===== config.mk =====
export PLATFORM = sky130hd
export DESIGN_NAME = fp_div_arbiter
export DESIGN_NICKNAME = d
export VERILOG_FILES = /design/src/rtl/fp_div_arbiter.sv
export SDC_FILE = /design/constraint.sdc
export NUM_CORES = 1
export LEC_CHECK = 0
export ABC_AREA = 1
export BUFFER_PORTS_ARGS = -buffer_cell sky130_fd_sc_hd__buf_2
export CAP_MARGIN = 20
export CORE_MARGIN = 3
export CORE_UTILIZATION = 35
export DETAILED_ROUTE_END_ITERATION = 16
export GPL_TIMING_DRIVEN = 0
export PLACE_DENSITY = 0.65
export SYNTH_ARGS = -nofsm -noshare
export SYNTH_HDL_FRONTEND = slang
export SYNTH_SLANG_ARGS = --single-unit

===== constraint.sdc =====
create_clock -name clk -period 7.9 [get_ports clk]
set_input_delay 0.395 -clock clk [delete_from_list [all_inputs] [get_ports clk]]
set_output_delay 0.395 -clock clk [all_outputs]
set_load 0.05 [all_outputs]

===== src/rtl/fp_div_arbiter.sv =====
// Round-robin arbiter sharing one multi-cycle floating-point divider between
// N_REQ requesters, with a watchdog that forces a quiet-NaN result on a hang.
module fp_div_arbiter #(
  parameter int DATA_W  = 32,
  parameter int EXP_W   = 8,
  parameter int N_REQ   = 4,
  parameter int TIMEOUT = 255
) (
  input  logic                      clk,
  input  logic                      rst,
  input  logic [N_REQ-1:0]          req_valid,
  output logic [N_REQ-1:0]          req_ready,
  input  logic [N_REQ*DATA_W-1:0]   req_op_a,
  input  logic [N_REQ*DATA_W-1:0]   req_op_b,
  output logic [N_REQ-1:0]          rsp_valid,
  input  logic [N_REQ-1:0]          rsp_ready,
  output logic [DATA_W-1:0]         rsp_res,
  output logic                      rsp_timeout,
  output logic                      div_start,
  output logic [DATA_W-1:0]         div_op_a,
  output logic [DATA_W-1:0]         div_op_b,
  input  logic                      div_done,
  input  logic [DATA_W-1:0]         div_res
);

  localparam int PTR_W = $clog2(N_REQ);
  localparam int CNT_W = $clog2(TIMEOUT + 1);
  localparam logic [DATA_W-1:0] TIMEOUT_NAN =
    {1'b0, {EXP_W{1'b1}}, 1'b1, {(DATA_W - EXP_W - 2){1'b0}}};
  localparam logic [N_REQ-1:0] ONE_HOT_0 = {{(N_REQ - 1){1'b0}}, 1'b1};

  typedef enum logic [2:0] {
    S_IDLE,
    S_SETUP,
    S_START,
    S_WAIT,
    S_RESP
  } state_t;

  state_t             state;
  state_t             state_next;
  logic [PTR_W-1:0]   rr_ptr;
  logic [PTR_W-1:0]   owner;
  logic [PTR_W-1:0]   winner;
  logic [PTR_W-1:0]   ptr_next;
  logic [PTR_W:0]     cand;
  logic               any_req;
  logic [CNT_W-1:0]   wd_cnt;
  logic               wd_expired;

  // Round-robin search: first valid requester at or after rr_ptr, wrapping.
  always_comb begin
    // NOTE: every variable gets a default before the loop so no path leaves it
    // unassigned, which would otherwise infer a latch.
    any_req = 1'b0;
    winner  = '0;
    cand    = '0;
    for (int k = 0; k < N_REQ; k++) begin
      cand = {1'b0, rr_ptr} + (PTR_W + 1)'(k);
      if (cand >= (PTR_W + 1)'(N_REQ)) cand = cand - (PTR_W + 1)'(N_REQ);
      if (!any_req && req_valid[cand[PTR_W-1:0]]) begin
        any_req = 1'b1;
        winner  = cand[PTR_W-1:0];
      end
    end
  end

  assign ptr_next   = (winner == PTR_W'(N_REQ - 1)) ? '0 : winner + 1'b1;
  assign wd_expired = (wd_cnt == CNT_W'(TIMEOUT - 1));

  // State register.
  always_ff @(posedge clk or posedge rst) begin
    // NOTE: sequential state uses non-blocking assignments so every flop
    // samples the pre-edge values regardless of statement order.
    if (rst) state <= S_IDLE;
    else     state <= state_next;
  end

  // Next-state logic.
  always_comb begin
    state_next = state;
    case (state)
      S_IDLE:  if (any_req) state_next = S_SETUP;
      S_SETUP: state_next = S_START;
      S_START: state_next = S_WAIT;
      S_WAIT:  if (div_done || wd_expired) state_next = S_RESP;
      S_RESP:  if (rsp_ready[owner]) state_next = S_IDLE;
      default: state_next = S_IDLE;
    endcase
  end

  // Output logic; grants are suppressed while reset is asserted.
  always_comb begin
    req_ready = '0;
    div_start = 1'b0;
    case (state)
      S_IDLE:  if (any_req && !rst) req_ready = ONE_HOT_0 << winner;
      S_START: div_start = 1'b1;
      default: ;
    endcase
  end

  // Operand capture, ownership, watchdog and response registers.
  always_ff @(posedge clk or posedge rst) begin
    if (rst) begin
      rr_ptr      <= '0;
      owner       <= '0;
      div_op_a    <= '0;
      div_op_b    <= '0;
      wd_cnt      <= '0;
      rsp_valid   <= '0;
      rsp_res     <= '0;
      rsp_timeout <= 1'b0;
    end else begin
      case (state)
        S_IDLE: begin
          if (any_req) begin
            div_op_a <= req_op_a[int'(winner) * DATA_W +: DATA_W];
            div_op_b <= req_op_b[int'(winner) * DATA_W +: DATA_W];
            owner    <= winner;
            rr_ptr   <= ptr_next;
          end
        end
        S_START: wd_cnt <= '0;
        S_WAIT: begin
          // A real completion wins even on the cycle the watchdog would fire.
          if (div_done) begin
            rsp_res     <= div_res;
            rsp_timeout <= 1'b0;
            rsp_valid   <= ONE_HOT_0 << owner;
          end else begin
            wd_cnt <= wd_cnt + 1'b1;
            if (wd_expired) begin
              rsp_res     <= TIMEOUT_NAN;
              rsp_timeout <= 1'b1;
              rsp_valid   <= ONE_HOT_0 << owner;
            end
          end
        end
        S_RESP: if (rsp_ready[owner]) rsp_valid <= '0;
        default: ;
      endcase
    end
  end

endmodule


# == Yosys cells after proc, flatten, opt, wreduce, memory -nomap -nowiden ==
# Index checks and enable logic that the tools add are counted.
# word_totals
ff_bits,116
out_inout_bits,106
# classes
addsub,9
order_cmp,9
n_eq_ne,11
shifts,4
mux,40
n_reduce_logical,18
# ops
operator,count
$shiftx 128x8->32,2
$mux 32,2
$mux 4,5
$mux 2,9
$pmux 8 s2,1
$lt 2x3->1 const B,5
$pmux 3 s5,1
$mux 1,12
$bmux 1 s2,5
$ge 3x3->1 const B,3
$mux 3,3
$add 8x1->8 const B,1
$eq 8x8->1 const B,1
$mux 8,1
$ne 2x2->1 const B,4
$pmux 4 s2,1
$shl 1x2->4 const A,2
$sub 2x1->2 const B,4
$add 2x2->3 const B,2
$eq 3x2->1 const B,2
$reduce_and 2->1,3
$reduce_and 3->1,2
$reduce_bool 2->1,3
$logic_and 1x1->1,4
10 further kinds,13

# == Logic depth before layout (Yosys ltp) ==
# logic_depth
ltp_word,17
depth_mapped,17
depth_no_buf,15

# == Worst setup path after synthesis ==
# No wires, ideal clock.
# synth_path
kind,in2out
from,in rst
to,out req_ready[2]
arrival_time_ns,4.409
required_ns,7.505
path_slack_ns,3.096
stages,3
path_cell_list,inv_1 nand2_1 nor3_1
# synth_via
elab_chain_len,4
# synth_lines
element,line_no,text
"start, declared",10,"input logic rst,"
$logic_not 1->1 (no line),n/a,
$logic_and 1x1->1,97,S_IDLE: if (any_req && !rst) req_ready = ONE_HOT_0 << winner;
$mux 4,97,
$mux 4,96,case (state)
"end, declared",12,"output logic [N_REQ-1:0] req_ready,"
# No other way between the ends.

# == Worst setup path after layout ==
# layout_path
from,reg rr_ptr[0]
to,out req_ready[3]
# layout_via
elab_chain_len,17
word_cells_on_any_way,41
classes_between,7 x add/sub; 4 x order compare; 1 x shift; 22 x mux; 7 x reduce/logical
# layout_lines
element,line_no,text
"start, declared",42,logic [PTR_W-1:0] rr_ptr;
"start signal, assigned",121,rr_ptr <= ptr_next;
branches (longest 15 deep; another with $add 2x1->3),n/a,
$mux 4 *,97,
$mux 4 *,96,
# Mark *: on every way between the ends. The select of a mux whose other input is x is not followed.

==> summary.txt <==
Yosys
  – Post-Synth Adder-Cell Area: 0.474%
  – Post-synth top cells: nand2_1, nand3_1, inv_1
  – YS warnings: 0
  – Top_reg_cell synth: dfrtp_1
  – Mux share of post-synthesis cell area: 0%
  – Post-Synth Simple-Gate Area: 46.7%
  – Synth async-reset ratio: 100%
  – Largest family of logic cells by synthesized area: simple AND/OR/NAND/NOR gates
  – Most common cell in the netlist: nand2_1
  – Area share of the largest cell type after synthesis: 36.6%
  – Synth Area in Compound Gates: 2.21%
  – Syn_area_per_cell: between 6 and 7 um^2
  – FF+latch count, synth: about 120
  – Synthesized net count: roughly 1600
  – Synth Area in XOR/XNOR: 0.110%
  – Synthesized instance count: 1290
  – Synth area leaders: dfrtp_1, nand2_1, nand3_1
  – Synth Cell Area: 7930 um^2
  – Distinct cells, synth: 30
  – Largest area contributor in the netlist: dfrtp_1
  – Sequential fraction of the synthesis area: 36.6%
  – Number of synthesized flops with an enable pin: 0

Global route
  – Most Crowded Layer GR: met2
  – M1 GR Usage: about a third
  – Pin count of the biggest net entering global routing: just under 80
  – Antenna violations before repair: 5
  – First-pass GRT wire length: 48.9 mm
  – All-Layer GR Usage: 25.6%
  – Vias in the first global route: 9078
  – Grt met2 use: 44.8%
  – GR Util met3: 6.33%
  – Total grt overflow: 0

Setup path
  – Required @ worst endpoint: around 7500 ps
  – Crit path max fanout: 10
  – WS Path Type: reg -> out
  – CP Data Arrival Time: 2840 ps
  – Worst R2R End: rr_ptr[1]
  – Worst Setup Start Kind: flip-flop
  – Worst R2R Setup Slack: between 5000 and 6000 ps
  – Reg2Reg Depth: 14
  – CP Capture Type: output port
  – RR Startpoint: rr_ptr[0]

Clock tree
  – Clock latency on the worst-skew pair: 410 ps
  – H-tree lvl count: 4
  – Num CTS Buffers: 17
  – CTS tree: built
  – Root Buffer: clkbuf_16
  – Clock transition at the registers of the reported paths: 60 ps
  – Clk buf depth: 2
  – Sink Count: 116

Floorplanning
  – Ports: 405
  – Die height: 156 um
  – Core area: 22000 um^2
  – Die area: 24500 um^2
  – Initial Utilization: around 36%
  – Site Rows: 54
  – Die Wd: between 150 and 200 um

Timing
  – Slew headroom: 62.9%
  – Clk_skew: 14.3 ps
  – Setup violations, final: 0
  – Tcrit/Tclk final: 40.9%
  – Tmin final: around 3200 ps
  – Fin. Hold Viols: 0
  – RSZ-0062 raised after global routing: no
  – Slew @ Worst Pin: ~560 ps
  – TNS Setup: 0 ps
  – Maximum clock rate: 309 MHz
  – Worst hold margin: 224 ps
  – Pins Over Slew Limit: 0

Drt
  – Detailed Routing Iterations Pass 1: 5
  – Starting DRT DRC Count: 575
  – Post-DRT Antenna Nets: 0
  – DR WL/cell: 16.0 um
  – Routed wire length: around 32 mm
  – Routed vias: roughly 9600
  – # DRC: 0
  – Vias per cell: between 4 and 5

Flow run
  – # Max-Cap Violations: 0

Power and ir drop
  – VDD IR max: 234 uV
  – PwrDens: slightly below 600 nW/um^2
  – Lkg Pwr: 6.92 nW

Placement
  – Post-Place Cells: 1974
  – Hpwl dp: 25.8 mm
  – Port Buffers: 403
  – Routability cong.: 0.934

Finish
  – Layout area overhead: 37.8%
  – # nets final: 2016
  – Final Non-Filler Cells: 2007
  – Share of layout cells above drive strength 1: 29.1%

Status
  – Status: complete, no violations

Hold path
  – Worst Hold Depth: 3
  – Worst Hold Endpoint: rsp_res[12]
  – Hold_sp: div_res[12]
  – Min-delay worst type: in -> reg
-- logic make-up after synthesis --
logic type,after synthesis
xor gates and xnor gates,1
adders and majority gates,3
and+or+nand+nor,894
AOI/OAI and AO/OA,33
DFF,116
buffers and inverters,243
-- power by group --
| part | internal (W) | total, W | switching (W) | leakage [nW] |
|---|---|---|---|---|
| Combinational | 0.00136 | 0.00466 | 0.00330 | 5.17 |
| Clock | 0.000476 | 0.000782 | 0.000306 | 0.288 |
| Sequential | 0.000872 | 0.00102 | 0.000152 | 1.46 |
-- metal layers --
metal	share of wire [%]	routed length [um]
met5	0.12	40
met4	1.4	464
met3	7.6	2430
met2	50	15900
met1	41	13200
-- worst max-delay path: stages (launching register included) --
cell     delay, ps
dfrtp_1        390
buf_4          180
nand2_1         60
nand2_1        110
nand2_1         80
nand2_1         90
nor2_4         120
nand3_1         80
nand2_1        170
nand2_2        150
buf_6          200
buf_6          170
inv_2           70
ha_1           160
inv_1           40
nor2_1          80
buf_2          280
-- per-stage QoR --
step	total power, W	instance area, um^2	setup slack, ps	utilization, %
after CTS	0.00649	10900	4650	49.6
after global routing	0.00706	10900	4410	49.6
final	0.00646	10900	4670	49.6
after global placement	0.00566	10300	2410	46.7
after detailed placement	0.00569	10300	5100	46.9
after floorplan	0.00441	7930	3100	-
-- cell type report --
class                   count  area, um^2
flip-flops and latches    116        2900
diodes                      1        2.50
fillers                  2335       11100
multi-input cells         931        3920
repair buffers            405        2050
inverters                 162         613
clock inverters            13         148
clock buffers              18         439
well taps                 280         350
plain buffers              81         494
-- how the worst max path moves through the flow --
stage,slack (ps),from,cells after the start,endpoint
global placement,2410,rst,5,req_ready[2]
floorplan,3100,rst,3,req_ready[2]
global route,4410,rr_ptr[0],15,req_ready[3]
detailed placement,5100,req_valid[3],16,req_ready[3]
finish,4670,rr_ptr[0],16,req_ready[3]
CTS,4650,rr_ptr[0],16,req_ready[3]
-- flip-flops by register name (all words and copies together) (netlist names) --
signal,flops
div_op_a,32
div_op_b,32
owner,2
rr_ptr,2
rsp_res,32
rsp_timeout,1
rsp_valid,4
state,3
wd_cnt,8
-- repair_timing --
item | 4_1_cts | 5_1_grt
gates resized for setup | 0 | 0
buffers inserted | 0 | 0
endpoints found under the hold margin | 21 | 0
hold buffers | 1 | 0
-- placed cells by master (no fill, tap or decap), drive strengths merged --
cell type    Yosys  layout
dfrtp          116     116
xnor2            1       1
clkinv           1       6
nor3             8       8
o31ai            1       1
inv            161     166
ha               3       3
clkbuf          24      42
dlygate4sd3      0       1
o21ai           23      23
nor2            26      26
bufinv           0       2
buf             57     461
nand4            3       3
clkinvlp         0       1
o22ai            2       2
a22oi            1       1
nand2          623     623
a21oi            5       5
nor4             1       1
nand3b           1       1
nand3          232     232
diode            0       1
o21a             1       1
(Power assumes the default switching activity.)
